==> src/rtl/key_reader_pkg.sv <==
// Shared types and 50 MHz default timing constants for the pushbutton reader.
package key_reader_pkg;

  typedef enum logic [2:0] {
    RELEASED,
    PRESS_DEB,
    HELD,
    LONG,
    RELEASE_DEB
  } key_state_t;

  localparam int DEFAULT_DEBOUNCE_CYCLES = 1_000_000;  // 20 ms at 50 MHz
  localparam int DEFAULT_HOLD_CYCLES     = 50_000_000; // 1 s at 50 MHz

  // The debounced level stays high until a release has been fully accepted.
  function automatic logic is_pressed(key_state_t s);
    return s inside {HELD, LONG, RELEASE_DEB};
  endfunction

endpackage

==> src/rtl/key_channel.sv <==
// One pushbutton: 2-flop synchroniser, debounce counter and press/hold/release FSM.
module key_channel
  import key_reader_pkg::*;
#(
  parameter int DEBOUNCE_CYCLES = DEFAULT_DEBOUNCE_CYCLES,  // must be >= 2
  parameter int HOLD_CYCLES     = DEFAULT_HOLD_CYCLES       // must be >= 2
) (
  input  logic clk,
  input  logic reset,
  input  logic key_n,
  output logic pressed,
  output logic press_evt,
  output logic release_evt,
  output logic hold_evt
);

  localparam int DW = $clog2(DEBOUNCE_CYCLES + 1);
  localparam int HW = $clog2(HOLD_CYCLES + 1);
  localparam logic [DW-1:0] DEB_LAST  = DW'(DEBOUNCE_CYCLES - 1);
  localparam logic [HW-1:0] HOLD_LAST = HW'(HOLD_CYCLES - 1);

  logic [1:0]    sync;
  logic          p;
  key_state_t    state, state_nx;
  logic [DW-1:0] deb_cnt, deb_cnt_nx;
  logic [HW-1:0] hold_cnt, hold_cnt_nx, hold_step;
  logic          fired, fired_nx;
  logic          press_q, release_q, hold_q;
  logic          press_nx, release_nx, hold_nx;

  assign p = ~sync[1];
  // Hold timing parks at its last value so a release bounce cannot skip the match.
  assign hold_step = (hold_cnt == HOLD_LAST) ? hold_cnt : hold_cnt + HW'(1);

  // NOTE: sequential state uses <= so every flop samples pre-edge values,
  // which is what makes the two sync stages a real shift rather than a wire.
  always_ff @(posedge clk) begin
    if (reset) begin
      sync      <= 2'b11;
      state     <= RELEASED;
      deb_cnt   <= '0;
      hold_cnt  <= '0;
      fired     <= 1'b0;
      press_q   <= 1'b0;
      release_q <= 1'b0;
      hold_q    <= 1'b0;
    end else begin
      sync      <= {sync[0], key_n};
      state     <= state_nx;
      deb_cnt   <= deb_cnt_nx;
      hold_cnt  <= hold_cnt_nx;
      fired     <= fired_nx;
      press_q   <= press_nx;
      release_q <= release_nx;
      hold_q    <= hold_nx;
    end
  end

  // NOTE: every signal gets a default before the case, so no path leaves a
  // value unassigned and no latch is inferred.
  always_comb begin
    state_nx    = state;
    deb_cnt_nx  = deb_cnt;
    hold_cnt_nx = hold_cnt;
    fired_nx    = fired;
    press_nx    = 1'b0;
    release_nx  = 1'b0;
    hold_nx     = 1'b0;
    case (state)
      RELEASED: begin
        if (p) begin
          state_nx   = PRESS_DEB;
          deb_cnt_nx = DW'(1);
        end
      end
      PRESS_DEB: begin
        if (!p) begin
          state_nx   = RELEASED;
          deb_cnt_nx = '0;
        end else if (deb_cnt == DEB_LAST) begin
          state_nx    = HELD;
          deb_cnt_nx  = '0;
          hold_cnt_nx = '0;
          fired_nx    = 1'b0;
          press_nx    = 1'b1;
        end else begin
          deb_cnt_nx = deb_cnt + DW'(1);
        end
      end
      HELD: begin
        // Release detection beats a hold expiry landing in the same cycle.
        if (!p) begin
          state_nx    = RELEASE_DEB;
          deb_cnt_nx  = DW'(1);
          hold_cnt_nx = hold_step;
        end else if (hold_cnt == HOLD_LAST) begin
          state_nx = LONG;
          fired_nx = 1'b1;
          hold_nx  = 1'b1;
        end else begin
          hold_cnt_nx = hold_step;
        end
      end
      LONG: begin
        if (!p) begin
          state_nx   = RELEASE_DEB;
          deb_cnt_nx = DW'(1);
        end
      end
      RELEASE_DEB: begin
        if (p) begin
          state_nx   = fired ? LONG : HELD;
          deb_cnt_nx = '0;
          if (!fired) hold_cnt_nx = hold_step;
        end else if (deb_cnt == DEB_LAST) begin
          state_nx   = RELEASED;
          deb_cnt_nx = '0;
          release_nx = 1'b1;
        end else begin
          deb_cnt_nx = deb_cnt + DW'(1);
          if (!fired) hold_cnt_nx = hold_step;
        end
      end
      default: state_nx = RELEASED;
    endcase
  end

  always_comb begin
    pressed     = is_pressed(state);
    press_evt   = press_q;
    release_evt = release_q;
    hold_evt    = hold_q;
  end

endmodule

==> src/rtl/key_reader.sv <==
// Debounced pushbutton bank: one independent key_channel per active-low KEY input.
module key_reader
  import key_reader_pkg::*;
#(
  parameter int NUM_KEYS        = 4,
  parameter int DEBOUNCE_CYCLES = DEFAULT_DEBOUNCE_CYCLES,
  parameter int HOLD_CYCLES     = DEFAULT_HOLD_CYCLES
) (
  input  logic                CLOCK_50,
  input  logic                RESET,
  input  logic [NUM_KEYS-1:0] KEY,
  output logic [NUM_KEYS-1:0] PRESSED,
  output logic [NUM_KEYS-1:0] PRESS,
  output logic [NUM_KEYS-1:0] RELEASE,
  output logic [NUM_KEYS-1:0] HOLD
);

  for (genvar i = 0; i < NUM_KEYS; i++) begin : g_chan
    key_channel #(
      .DEBOUNCE_CYCLES(DEBOUNCE_CYCLES),
      .HOLD_CYCLES    (HOLD_CYCLES)
    ) u_chan (
      .clk        (CLOCK_50),
      .reset      (RESET),
      .key_n      (KEY[i]),
      .pressed    (PRESSED[i]),
      .press_evt  (PRESS[i]),
      .release_evt(RELEASE[i]),
      .hold_evt   (HOLD[i])
    );
  end

endmodule
==> config.mk <==
export PLATFORM = sky130hd
export DESIGN_NAME = key_reader
export DESIGN_NICKNAME = d
export VERILOG_FILES = /design/src/rtl/key_reader_pkg.sv /design/src/rtl/key_channel.sv /design/src/rtl/key_reader.sv
export SDC_FILE = /design/constraint.sdc
export NUM_CORES = 1
export LEC_CHECK = 0
export CORE_MARGIN = 1
export CORE_UTILIZATION = 45
export CTS_BUF_LIST = sky130_fd_sc_hd__clkbuf_4 sky130_fd_sc_hd__clkbuf_8
export DETAILED_ROUTE_END_ITERATION = 7
export HOLD_SLACK_MARGIN = 0.08
export SETUP_SLACK_MARGIN = 0.4
export SYNTH_ARGS = -nofsm -noshare
export SYNTH_HDL_FRONTEND = slang
export SYNTH_HIERARCHICAL = 1
export SYNTH_SLANG_ARGS = --single-unit
==> constraint.sdc <==
create_clock -name CLOCK_50 -period 2.2 [get_ports CLOCK_50]
set_input_delay 0.44 -clock CLOCK_50 [delete_from_list [all_inputs] [get_ports CLOCK_50]]
set_output_delay 0.44 -clock CLOCK_50 [all_outputs]
set_load 0.02 [all_outputs]
Yosys cells after proc, flatten, opt, wreduce, memory -nomap -nowiden
Cells that the tools add are included.
- register bits: 220
- input bits: 6
- output and inout port bits: 16
- $add $sub $neg: 8
- equality and inequality tests: 72
- multiplexer cells: 128
- bitwise logic cells: 16
- reduce and logical (&&, ||, !) cells: 52
- operator list (cell ; number):
    two-way mux 26 bit ; 32
    two-way mux 20 bit ; 20
    one-hot mux 20 bit (4 select lines) ; 4
    one-hot mux 26 bit (3 select lines) ; 4
    adder 26 x 1 -> 26 bit, second input constant ; 4
    == test 26 bit, second input constant ; 4
    two-way mux 3 bit ; 32
    adder 20 x 1 -> 20 bit, second input constant ; 4
    == test 20 bit, second input constant ; 4
    one-hot mux 3 bit (5 select lines) ; 4
    AND reduction 5 bit ; 12
    OR reduction 3 bit ; 12
    inequality test 2 x 1 -> 1 bit, second input constant ; 16
    two-way mux 1 bit ; 28
    == test 3 x 2 -> 1 bit, second input constant ; 8
    inequality test 2 bit, second input constant ; 12
    inequality test 3 x 1 -> 1 bit, second input constant ; 8
    inequality test 3 bit, second input constant ; 8
    nonzero test 3 bit ; 8
    inverter 1 bit ; 16
    nonzero test 4 bit ; 4
    == test 3 x 1 -> 1 bit, second input constant ; 4
    == test 3 bit, second input constant ; 4
    logical NOT 3 bit ; 4
    other kinds (5) ; 20

Depth between registers and ports, before layout
- depth in word-level cells: 6
- gate-level depth with buffers: 9

Modules after synthesis
The synthesis kept the hierarchy.
- modules (own cells, without submodules) (module ; times used ; cells an instance ; area each (µm²) ; sequential area each (µm²)):
    key_channel at g_chan[0].u_chan ... ; 3 ; 330 ; 2761.4 ; 1101.1
    key_channel at g_chan[3].u_chan ; 1 ; 339 ; 2936.6 ; 1101.1

Worst setup path after synthesis
Ideal clock, no wire load.
- path type: register -> register
- start: reg g_chan[0].u_chan.deb_cnt[0]
- end: reg g_chan[0].u_chan.hold_cnt[13]
- arrival time: 2.311 ns
- required time: 2.130 ns
- setup slack: -0.180 ns
- stages on the path, launching flop included: 9
- buffers on the path: 1
- path through: dfxtp_1 > ha_1 > or4b_4 > nor4_4 > a211o_2 > nand3_2 > buf_6 > or3_1 > a21oi_1
- longest elaborated chain between the ends: 3
- RTL lines (what ; line ; source):
    from (decl) ; key_channel.sv:25 ; logic [DW-1:0] deb_cnt, deb_cnt_nx;
    from (signal assigned) ; key_channel.sv:50 ; deb_cnt <= deb_cnt_nx;
    == test 20 bit (*) ; key_channel.sv:80, key_channel.sv:115 ;
    inequality test 3 bit (no line) / inequality test 2 x 1 -> 1 bit (equally long branches) ; -- ;
    AND reduction 5 bit (no line) (*) ; -- ;
    to (signal assigned) ; key_channel.sv:51 ; hold_cnt <= hold_cnt_nx;
    to (decl) ; key_channel.sv:26 ; logic [HW-1:0] hold_cnt, hold_cnt_nx, hold_step;
Every way passes the cells marked *; elsewhere a longest branch is shown, timed or not.
A chain may end at the register's enable or synchronous reset.

Worst setup path in the final report
- start: reg g_chan[1].u_chan.deb_cnt[8]
- end: reg g_chan[1].u_chan.hold_cnt[23]
- longest elaborated chain between the ends: 3
- RTL lines (what ; line):
    from (decl) ; key_channel.sv:25
    from (signal assigned) ; key_channel.sv:50
    == test 20 bit (*) ; key_channel.sv:80, key_channel.sv:115
    inequality test 3 bit (no line) / inequality test 2 x 1 -> 1 bit (equally long branches) ; --
    AND reduction 5 bit (no line) (*) ; --
    to (signal assigned) ; key_channel.sv:51
    to (decl) ; key_channel.sv:26
Marked as above.

==> results by group <==
Run status
  – Status: finished with violations
  – Failing checks: setup timing

Power
  – Static leakage: 0.00622 uW
  – Worst vdd ir: 0.387 mV
  – Sw Share: 25.6%
  – Power density over the cells: 532 nW/um2
  – Reg power frac: 43.6%
  – NetSw: 2380 uW
  – Clk pwr share: 44.2%
  – Combinational power share: 12.2%
  – Int Pwr: 6910 uW

Critical path
  – Kind of critical path: reg2reg
  – CP arrival: 2.85 ns
  – Crit path required time: 2.68 ns
  – Crit path max fanout: 6
  – Cell family with most CP delay: simple AND/OR/NAND/NOR gates
  – Reg-to-reg startpoint: g_chan[1].u_chan/deb_cnt[8]
  – Critical Path Sink Type: register
  – Worst Setup SP: g_chan[1].u_chan/deb_cnt[8]
  – Max stage delay on crit path: 0.55 ns
  – CP max-delay cell: or4b_4
  – Crit path buffers/inverters: 1
  – CP cell instances: or4b_4, nor4_4, buf_4, a211o_4, nand4b_1, or3_1, a21oi_1
  – Crit path launch type: register

Clock tree
  – Total CTS buffers: 41
  – Clk_lat worst skew: 0.56 ns
  – Clk sinks: 220
  – H-tree Lvls: 2
  – Clk slew on worst S/H paths: 0.07 ns
  – CTS max path bufs: 3
  – CTS tree: yes
  – CTS root buf: clkbuf_8
  – Hold Buf Count CTS: 0

Synth
  – Top_reg_cell synth: dfxtp_1
  – Post-Synth Adder-Cell Area: 0.892%
  – Largest area contributor in the synthesized netlist: dfxtp_1
  – Post-Syn Instances: 1329
  – Compound-cell area share of the yosys netlist: 11.1%
  – Mapped cell area: 11200 um2
  – Avg Inst Size Synth: 8.44 um2
  – Warnings, synthesis: 6
  – Top cell type's share of synthesized area: 39.3%
  – Cell variety after synth: 66
  – Syn nets: 1343
  – Post-synth EDFFs: 0
  – Post-synthesis sequential area ratio: 39.3%
  – Multiplexer share of the synthesized area: 0.624%
  – Post-synthesis xor/xnor area fraction: 9.05%
  – Area contributors post-synth: dfxtp_1, nor2_1, xnor2_1
  – Register bit total from synthesis: 220
  – Main combinational cell family by area after synthesis: simple AND/OR/NAND/NOR gates
  – Simple-gate share of the synthesized area: 35.7%
  – Async SR Flop Fraction: 0%

Final layout
  – Final core occ: 71.6%
  – Fin nets: 1641
  – Share of cells above drive strength 1: 44.1%
  – Fillcell total: 1759
  – Area delta synth->final: 55.5%
  – ANT cells: 0

Die
  – Die ar.: 25600 um2
  – Die Ht: 160 um
  – Starting density of the core: 46.0%
  – Core area: 24400 um2
  – Chip Width: 160 um
  – I/O pins: 22
  – FP Rows: 57

Drt
  – Final WL: 34.2 mm
  – Vias per cell: 5.73
  – Drt initial violations: 672
  – Pre-antenna DRT Iters: 6
  – Routed via count: 11300
  – Residual DRC: 0
  – Post-route ant nets: 0
  – DR WL/cell: 17.3 um

STA
  – Fmax: 0.422 GHz
  – Final Hold Fails: 0
  – RSZ-0062 raised after global routing: yes
  – Relative slew slack: 50.2%
  – Fin. max-slew vios: 0
  – Setup violators final: 93
  – Fin worst setup slack: -0.170 ns
  – Hold WS: 0.398 ns
  – Clk_skew: 0.0197 ns
  – Tmin final: 2.37 ns
  – Worst-Margin Slew: 0.747 ns
  – Part of the cycle the worst path needs: 108%

Placement
  – Port Buffers: 21
  – GPL Wtd Cong: 0.826
  – Hpwl dp: 18.1 mm
  – Pre-CTS setup slack: -0.112 ns

Global routing
  – Number of global-route vias before repair: 10900
  – Largest net degree at the start of global routing: 19
  – First-pass GRT wire length: 53.0 mm
  – Antenna violations before repair: 0
  – GRT Total Usage: 24.5%
  – Grt total ovfl: 0

Worst hold path
  – Min-delay worst type: reg2reg
  – Hold_sp: g_chan[2].u_chan/sync[0]

Run
  – Max-cap violations: 0
[routing by layer]
layer  up-vias  wire length (um)  GRT usage (%)
li1       5479                 -              -
met1      5513             14700           30.8
met2       276             17300           42.2
met3        68              1420           4.18
met4         0               743           8.53
met5         -                 0              0
[power groups by stage]
stage	Combinational, uW	Clock (uW)	Sequential (uW)
4_1_cts	962	4210	4050
3_5_place_dp	585	0	4140
6_report	1130	4110	4050
2_1_floorplan	380	0	4140
5_1_grt	1190	4400	4050
3_3_place_gp	580	0	4140
[synth_stat cells (all sizes together), types with 2 or more instances]
cell type,count
a211o,3
a211oi,8
a21boi,4
a21o,12
a21oi,55
a221oi,8
a31o,3
a31oi,8
and2,15
and3,26
and3b,3
and4,23
buf,38
clkbuf,8
dfxtp,220
ha,8
inv,31
mux2i,7
nand2,103
nand2b,16
nand3,85
nand3b,6
nand4,40
nand4b,12
nor2,174
nor2b,2
nor3,37
nor3b,4
nor4,47
nor4b,15
o211ai,22
o21a,3
o21ai,55
o31ai,4
or2,11
or3,44
or3b,3
or4,26
or4b,17
xnor2,73
xor2,43
[state kept, by name (all words and copies together) (netlist names)]
name	cells
g_chan.u_chan/fired	4
g_chan.u_chan/deb_cnt	80
g_chan.u_chan/hold_cnt	104
g_chan.u_chan/press_evt	4
g_chan.u_chan/state	12
g_chan.u_chan/sync	8
g_chan.u_chan/release_evt	4
g_chan.u_chan/hold_evt	4
[what timing repair did]
action,in CTS,in global routing
gates cloned,28,5
setup endpoints to repair,221,212
gates resized for setup,341,207
pin swaps,147,135
setup buffers,62,37
[per-stage QoR]
stage	area (um2)	cells	TNS, ns	power (uW)
3_3_place_gp	13100	1776	-1.23	4720
3_5_place_dp	13100	1776	-3.39	4730
2_1_floorplan	11600	1329	0	4510
4_1_cts	16200	1937	-1.42	9220
6_report	17500	1979	-5.41	9290
5_1_grt	17500	1979	-15.54	9650
[worst paths after layout]
| kind | to | slack [ns] | depth (start not counted) |
|---|---|---|---|
| setup / recovery | g_chan[1].u_chan/hold_cnt[23] | -0.17 | 7 |
| hold / removal | g_chan[2].u_chan/sync[1] | 0.40 | 1 |
| setup reg to reg | g_chan[1].u_chan/hold_cnt[23] | -0.17 | 7 |
| hold reg to reg | g_chan[2].u_chan/sync[1] | 0.40 | 1 |
[cells by family after synthesis]
logic type	count (synthesis)
simple gates	711
xor+xnor	116
mux	7
fa+ha+maj	8
buf+inv	77
flops	220
compound gates	190
[cells in the final DEF, fill, tap and decap left out, drive strengths merged, types with 23 or more instances in the layout]
cell type | netlist | routed
nor3 | 37 | 37
inv | 31 | 31
nor2 | 174 | 174
and3 | 26 | 26
or3 | 44 | 44
o21ai | 55 | 55
nand3 | 85 | 93
clkbuf | 8 | 68
a21oi | 55 | 58
or4 | 26 | 26
xnor2 | 73 | 73
buf | 38 | 270
xor2 | 43 | 43
nor4 | 47 | 47
and4 | 23 | 23
nand4 | 40 | 40
dfxtp | 220 | 220
nand2 | 103 | 103
[area by class of cell]
class                   count  area, um2  share of cell area, %
inverters                  31        119                  0.681
multi-input cells        1043       8440                   48.3
clock buffers              64        812                   4.65
clock inverters             7       37.5                  0.215
repair buffers            290       3160                   18.1
well taps                 324        405                   2.32
flip-flops and latches    220       4490                   25.7
Note: power is estimated with default switching activity, not from simulation.
